File: src/rtl/mpsk_pkg.sv
// Shared state encoding and elaboration-time helpers for the M-PSK transmit modulator.
package mpsk_pkg;

  typedef enum logic {
    IDLE = 1'b0,
    RUN  = 1'b1
  } state_t;

  localparam real PI = 3.14159265358979323846;

  // Symbols are at most 3 bits wide; narrower symbols are zero-extended by the caller.
  function automatic logic [2:0] gray_to_bin(input logic [2:0] g);
    logic [2:0] b;
    b[2] = g[2];
    b[1] = b[2] ^ g[1];
    b[0] = b[1] ^ g[0];
    return b;
  endfunction

  function automatic int lut_amp(input int data_width);
    return (1 << (data_width - 1)) - 1;
  endfunction

  // Round-half-away-from-zero sample of one full-wave table entry.
  function automatic int lut_entry(input int amp, input int idx, input int aw, input bit want_sin);
    real ang;
    real v;
    ang = 2.0 * PI * real'(idx) / real'(1 << aw);
    v   = real'(amp) * (want_sin ? $sin(ang) : $cos(ang));
    return (v >= 0.0) ? $rtoi(v + 0.5) : $rtoi(v - 0.5);
  endfunction

  function automatic bit params_ok(input int m_bits, input int sps, input int phase_w,
                                   input int lut_aw, input int data_width);
    return (m_bits >= 1) && (m_bits <= 3) && (sps >= 2) && (sps <= 256) &&
           (lut_aw >= 1) && (lut_aw <= phase_w) && (phase_w > m_bits) &&
           (data_width >= 2) && (data_width <= 31);
  endfunction

endpackage

File: src/rtl/mpsk_sincos_lut.sv
// Full-wave sine/cosine table with a registered, enabled output; table contents are
// constants computed at elaboration.
module mpsk_sincos_lut
  import mpsk_pkg::*;
#(
  parameter int LUT_AW     = 8,
  parameter int DATA_WIDTH = 16
) (
  input  logic                         clk,
  input  logic                         rstn,
  input  logic                         en,
  input  logic [LUT_AW-1:0]            addr,
  output logic signed [DATA_WIDTH-1:0] cos_val,
  output logic signed [DATA_WIDTH-1:0] sin_val
);

  localparam int DEPTH = 1 << LUT_AW;
  localparam int AMP   = lut_amp(DATA_WIDTH);

  logic signed [DATA_WIDTH-1:0] cos_tbl [DEPTH];
  logic signed [DATA_WIDTH-1:0] sin_tbl [DEPTH];

  for (genvar i = 0; i < DEPTH; i++) begin : g_tbl
    assign cos_tbl[i] = DATA_WIDTH'(lut_entry(AMP, i, LUT_AW, 1'b0));
    assign sin_tbl[i] = DATA_WIDTH'(lut_entry(AMP, i, LUT_AW, 1'b1));
  end

  // NOTE: only the output register takes reset; the table is constant logic, so
  // resetting it would mean nothing and would block ROM mapping.
  always_ff @(posedge clk or negedge rstn) begin
    if (!rstn) begin
      cos_val <= '0;
      sin_val <= '0;
    end else if (en) begin
      cos_val <= cos_tbl[addr];
      sin_val <= sin_tbl[addr];
    end
  end

endmodule

File: src/rtl/mpsk_modulator.sv
// Coherent M-PSK transmit modulator: one Gray-coded symbol per handshake, held for SPS
// carrier samples (NCO phase + symbol phase -> sin/cos table).
module mpsk_modulator
  import mpsk_pkg::*;
#(
  parameter int M_BITS     = 2,
  parameter int SPS        = 8,
  parameter int PHASE_W    = 16,
  parameter int LUT_AW     = 8,
  parameter int DATA_WIDTH = 16
) (
  input  logic                         clk,
  input  logic                         rstn,
  input  logic                         en,
  input  logic [PHASE_W-1:0]           fcw,
  input  logic                         s_valid,
  output logic                         s_ready,
  input  logic [M_BITS-1:0]            s_bits,
  output logic                         m_valid,
  output logic                         m_last,
  output logic signed [DATA_WIDTH-1:0] m_i,
  output logic signed [DATA_WIDTH-1:0] m_q,
  output logic                         underrun
);

  localparam int               CNT_W      = $clog2(SPS);
  localparam logic [CNT_W-1:0] CNT_LAST   = CNT_W'(SPS - 1);
  localparam int               SYM_SHIFT  = PHASE_W - M_BITS;
  localparam int               ADDR_SHIFT = PHASE_W - LUT_AW;

  if (!params_ok(M_BITS, SPS, PHASE_W, LUT_AW, DATA_WIDTH)) begin : g_param_check
    $error("mpsk_modulator: parameter set out of range");
  end

  state_t             state;
  logic [CNT_W-1:0]   cnt;
  logic [PHASE_W-1:0] acc;
  logic [PHASE_W-1:0] sym_phase;
  logic [PHASE_W-1:0] phase;
  logic               ph_valid;
  logic               ph_last;
  logic               m_valid_r;
  logic               m_last_r;
  logic               underrun_r;
  logic [2:0]         sym_bin;
  logic [PHASE_W-1:0] sym_phase_next;
  logic               last_sample;

  assign sym_bin        = gray_to_bin(3'(s_bits));
  assign sym_phase_next = PHASE_W'(sym_bin) << SYM_SHIFT;
  assign last_sample    = (cnt == CNT_LAST);

  // Ready is forced low while reset is held, even though the state reads IDLE.
  assign s_ready  = rstn && en && ((state == IDLE) || last_sample);
  assign m_valid  = m_valid_r && en;
  assign m_last   = m_last_r && m_valid;
  assign underrun = underrun_r && en;

  // NOTE: every state register uses non-blocking assignment so each update sees the
  // pre-edge values of the others, matching the flop-to-flop hardware.
  always_ff @(posedge clk or negedge rstn) begin
    if (!rstn) begin
      state      <= IDLE;
      cnt        <= '0;
      acc        <= '0;
      sym_phase  <= '0;
      phase      <= '0;
      ph_valid   <= 1'b0;
      ph_last    <= 1'b0;
      m_valid_r  <= 1'b0;
      m_last_r   <= 1'b0;
      underrun_r <= 1'b0;
    end else if (en) begin
      m_valid_r  <= ph_valid;
      m_last_r   <= ph_last;
      ph_valid   <= 1'b0;
      ph_last    <= 1'b0;
      underrun_r <= 1'b0;
      case (state)
        IDLE: begin
          acc <= '0;
          if (s_valid) begin
            state     <= RUN;
            sym_phase <= sym_phase_next;
            cnt       <= '0;
          end
        end
        RUN: begin
          phase    <= acc + sym_phase;
          ph_valid <= 1'b1;
          ph_last  <= last_sample;
          acc      <= acc + fcw;
          if (!last_sample) begin
            cnt <= cnt + 1'b1;
          end else if (s_valid) begin
            sym_phase <= sym_phase_next;
            cnt       <= '0;
          end else begin
            state      <= IDLE;
            underrun_r <= 1'b1;
          end
        end
        default: state <= IDLE;
      endcase
    end
  end

  mpsk_sincos_lut #(
    .LUT_AW    (LUT_AW),
    .DATA_WIDTH(DATA_WIDTH)
  ) u_lut (
    .clk    (clk),
    .rstn   (rstn),
    .en     (en && ph_valid),
    .addr   (LUT_AW'(phase >> ADDR_SHIFT)),
    .cos_val(m_i),
    .sin_val(m_q)
  );

endmodule

File: config.mk
export PLATFORM = sky130hd
export DESIGN_NAME = mpsk_modulator
export DESIGN_NICKNAME = d
export VERILOG_FILES = /design/src/rtl/mpsk_pkg.sv /design/src/rtl/mpsk_sincos_lut.sv /design/src/rtl/mpsk_modulator.sv
export SDC_FILE = /design/constraint.sdc
export NUM_CORES = 1
export LEC_CHECK = 0
export CAP_MARGIN = 20
export CORE_MARGIN = 2
export CORE_UTILIZATION = 28
export CTS_CLUSTER_DIAMETER = 30
export DETAILED_ROUTE_END_ITERATION = 6
export PLACE_DENSITY = 0.54
export SYNTH_ARGS = -nofsm -noshare
export SYNTH_HDL_FRONTEND = slang
export SYNTH_HIERARCHICAL = 1
export SYNTH_SLANG_ARGS = --single-unit
File: constraint.sdc
create_clock -name clk -period 7.91 [get_ports clk]
set_clock_uncertainty 0.05 [all_clocks]
set_input_delay 1.582 -clock clk [delete_from_list [all_inputs] [get_ports clk]]
set_output_delay 1.582 -clock clk [all_outputs]
set_load 0.01 [all_outputs]
; ---- Word level (Yosys, flattened, before mapping)
; Memory sizes are Yosys's and may differ from the RTL's. A register that Yosys moved wholly into a read port is not among the register bits.
; Cells that the tools add are included.
[op_classes]
n_mux = 15
n_eq_ne = 2
n_bitwise = 3
add_sub_neg = 3
n_reduce_logical = 11
[op_table]
columns = cell, count
row1 = 16-bit case mux with 2 select lines, 2
row2 = 16-bit adder, 2
row3 = 16-bit 2-to-1 mux, 2
row4 = 8-bit inverter with 9-bit output, 1
row5 = 1-bit 2-to-1 mux, 7
row6 = 1-bit logical AND, 6
row7 = 3-bit 2-to-1 mux, 2
row8 = 3-bit case mux with 2 select lines, 1
row9 = 2-bit AND reduction, 2
row10 = "3-bit by 1-bit adder with 3-bit output, second input constant", 1
row11 = "3-bit == test, second input constant", 1
row12 = 1-bit zero test, 2
row13 = "2-bit by 1-bit inequality test with 1-bit output, second input constant", 1
row14 = 1-bit case mux with 2 select lines, 1
row15 = 1-bit logical OR, 1
row16 = 1-bit inverter, 1
row17 = 1-bit bitwise XOR, 1
[totals]
input_bits = 22
memories = 2
ff_bits = 57
romBits = 8192
[mem_list]
columns = name, depth, word_bits, rd, rd_clocked_by_memory_dff, wr, line_no
row1 = (no name shown), 256, 16, 1, 1, 0, mpsk_sincos_lut.sv:35  ; cos_val <= cos_tbl[addr];
row2 = (no name shown), 256, 16, 1, 1, 0, mpsk_sincos_lut.sv:36  ; sin_val <= sin_tbl[addr];

; ---- Depth between registers and ports, before layout
[logic_depth]
word_depth = 4
ltp_mapped = 12

; ---- Cells and area by module
; Netlist, hierarchy kept.
[by_module_without_submodules]
columns = mod, cells_per_inst, n_inst, area_each_um2, seq_area_each_um2
row1 = mpsk_sincos_lut, 953, 1, 6356.1, 800.8
row2 = mpsk_modulator, 235, 1, 2209.6, 875.8

; ---- Least setup slack after synthesis
; OpenSTA, ideal clock, no wires.
[synth_timing]
path_kind = input to output
start = in en
end = out m_last
stages = 2
slack_ns = 4.188
arrival_ns = 2.090
t_required_ns = 6.278
path_cell_list = clkbuf_1 -> and3_1
[synth_via]
elab_chain_len = 2
[synth_lines]
columns = element, line_no
row1 = start: declaration, mpsk_modulator.sv:14  ; input logic en,
row2 = 1-bit logical AND, mpsk_modulator.sv:55  ; assign m_valid = m_valid_r && en;
row3 = 1-bit logical AND, mpsk_modulator.sv:56  ; assign m_last = m_last_r && m_valid;
row4 = end: declaration, mpsk_modulator.sv:20  ; output logic m_last,
; No other way between the ends.

; ---- Final worst setup path
[layout_timing]
start = in en
end = out s_ready
[layout_via]
elab_chain_len = 2
[layout_lines]
columns = element, line_no
row1 = 1-bit logical AND (2 in a row), mpsk_modulator.sv:54  ; assign s_ready = rstn && en && ((state == IDLE) || last_sample);
row2 = end: declaration, mpsk_modulator.sv:17  ; output logic s_ready,
; No other way between the ends.

==> qor.yml <==
synthesis:
  seq_area_frac_synth_pct: 19.6
  avgSynthCellArea_um2: 7.21
  synth_cell_types: 87
  syn_nets: 1246
  synth.cell_area_um2: 8570
  synth_flop_cell: "dfrtp_1"
  postSynthCellCount: 1188
  synth-seq-cells: 67
  async_flop_share_pct: 100
  yosysWarningCount: 6
  synth_edf_count: 0
clock_tree:
  clkTransAtPathRegs_ns: 0.06
  ctsHoldBuffers: 0
  root_buffer: "clkbuf_16"
  tritoncts: "built"
  postCtsResizedCells: 0
  worstSkewPairLatency_ns: 0.36
  cts.sinks: 67
  cts_setup_buffers: 0
  clockBufferDepth: 2
  htree_levels: 3
  cts_inserted_buffers: 9
global_routing:
  grtUsageTotal_pct: 25.1
  first_global_vias: 9528
  grt_pass1_wl_um: 60200
  grt_antenna_before_repair: 0
  overflow: 0
  grt_most_used_layer: "met2"
  met3_usage_pct: 6.28
  grt_max_degree: 93
  grtUsageMet1_pct: 33.1
  grt.met2_usage_pct: 37.0
layout:
  instances_no_fill: 1560
  drive_gt1_share_pct: 6.62
  mostFrequentLayoutCell: "nor2_1"
  area_growth_syn_to_layout_pct: 12.2
  antenna_cells: 0
  n_fill_cell: 3275
  nets: 1217
  final_cell_mix: "nor2_1, nand2_1, a21oi_1"
floorplan:
  start_util_pct: 28.2
  row_count: 64
  die_h_um: 179
  fp.dieArea_um2: 32000
  pin_count: 58
  die_w_um: 179
  fp.coreArea_um2: 30300
detailed_routing:
  dr.pass1.iters: 6
  drtAntennaViolNets: 0
  drc_errors: 0
  wirelength_um: 40100
  vias_per_cell: 6.44
  wl_per_cell_um: 25.7
  drt_iter0_markers: 1464
  vias: 10000
flow_run:
  maxCapViolations: 0
status:
  status: "finished clean"
min_path:
  hold_class: "reg -> reg"
worst_setup_path:
  end_kind: "output pin"
  cp_max_fo: 17
  startpoint_type: "primary input"
  path_class: "in -> out"
  worstPathRequired_ns: 6.28
  cp.arrival_ns: 3.54
placed_design:
  place.port_buffers: 57
  place_ws_ns: 2.73
  post-dp-hpwl_um: 27400
  place_inst: 1543
  place.gp.congestion: 1.05
sta:
  rsz0062_at_grt: "no"
  slew_viol_final: 0
  maxSlewHeadroom_pct: 29.4
  clock.fmax_ghz: 0.193
  min_period_ns: 5.18
  setup_tns_ns: 0
  worst_slack_ns: 2.73
  hold_slack_ns: 0.436
  setup_viol: 0
  min_period_over_period_pct: 65.4
  worst_pin_slew_ns: 1.06
  hold_viol: 0
==> metrics by stage <==
stage	utilization, %	cell area (µm²)
2_1_floorplan	-	8570
3_3_place_gp	30.6	9280
3_5_place_dp	30.6	9280
4_1_cts	31.6	9590
5_1_grt	31.7	9610
6_report	31.7	9610
==> kinds of logic (layout without fill, tap and decap cells) <==
kind of cell / count (synthesis) / in the layout / share of synthesized area (%)
multiplexers: 29 / 29 / 4.32
AO/OA/AOI/OAI: 457 / 457 / 36.6
XOR/XNOR: 18 / 18 / 1.84
adder cells (fa/ha/maj): 36 / 36 / 5.35
AND/OR/NAND/NOR: 411 / 411 / 23.9
flip-flops: 67 / 67 / 19.6
buffers and inverters: 170 / 146 / 8.36
==> routing by layer <==
layer | share of wire, % | vias to the layer above
met2 | 41 | 708
met3 | 11 | 163
met5 | 0 | -
li1 | - | 4404
met1 | 41 | 4772
met4 | 7.0 | 0
==> synthesized netlist by cell type, types with 14 or more instances <==
cell / number / area share [%]
o22ai_1: 17 / 1.2
nor2_1: 98 / 4.3
nor3_1: 45 / 2.6
o21ai_0: 83 / 4.8
dfrtp_1: 67 / 20
o211ai_1: 20 / 1.8
clkbuf_1: 57 / 2.5
nand3_1: 26 / 1.5
a211oi_1: 19 / 1.7
nor2b_1: 31 / 2.3
a31oi_1: 24 / 1.8
o31ai_1: 14 / 1.2
ha_1: 35 / 5.1
nand2b_1: 38 / 2.8
o221ai_1: 21 / 2.1
a21oi_1: 90 / 5.3
mux2i_1: 16 / 1.9
and2_1: 17 / 1.2
buf_2: 50 / 2.9
nand2_1: 91 / 4.0
o21ai_1: 16 / 0.93
inv_1: 49 / 2.1
==> worst max-delay path, stage by stage <==
cell,delay [ns]
clkdlybuf4s50_1,0.92
o21ai_0,0.25
nor2_1,0.21
clkdlybuf4s50_1,0.58
==> sequential cells by signal, indices dropped and copies added, names as in the netlist <==
register	count
sym_phase	2
state	1
u_lut/cos_val	16
ph_valid	1
acc	16
phase	8
cnt	3
underrun_r	1
ph_last	1
m_last_r	1
u_lut/sin_val	16
m_valid_r	1
==> final timing paths <==
path | slack (ns) | endpoint | from | cells past startpoint
max in group asynchronous | 5.67 | phase[10]$_DFFE_PN0P_ | rstn | 2
min reg2reg | 0.44 | u_lut/sin_val[13]$_DFFE_PN0P_ | u_lut/sin_val[13]$_DFFE_PN0P_ | 1
min | 0.44 | u_lut/sin_val[13]$_DFFE_PN0P_ | u_lut/sin_val[13]$_DFFE_PN0P_ | 1
max | 2.73 | s_ready | en | 4
min in group asynchronous | 1.03 | u_lut/sin_val[1]$_DFFE_PN0P_ | rstn | 1
max reg2reg | 4.14 | u_lut/cos_val[3]$_DFFE_PN0P_ | phase[11]$_DFFE_PN0P_ | 7
==> final cells by class <==
| type | count | area [µm²] | area share, % |
|---|---|---|---|
| clock buffers | 10 | 239 | 2.49 |
| clock inverters | 6 | 65.1 | 0.677 |
| inverters | 52 | 195 | 2.03 |
| multi-input cells | 951 | 6170 | 64.2 |
| flip-flops and latches | 67 | 1690 | 17.5 |
| well taps | 396 | 495 | 5.15 |
| repair buffers | 78 | 758 | 7.89 |
Power is left out: the tool's default activity adds up to more than one toggle a clock period on the data nets, which glitch-free logic cannot reach.
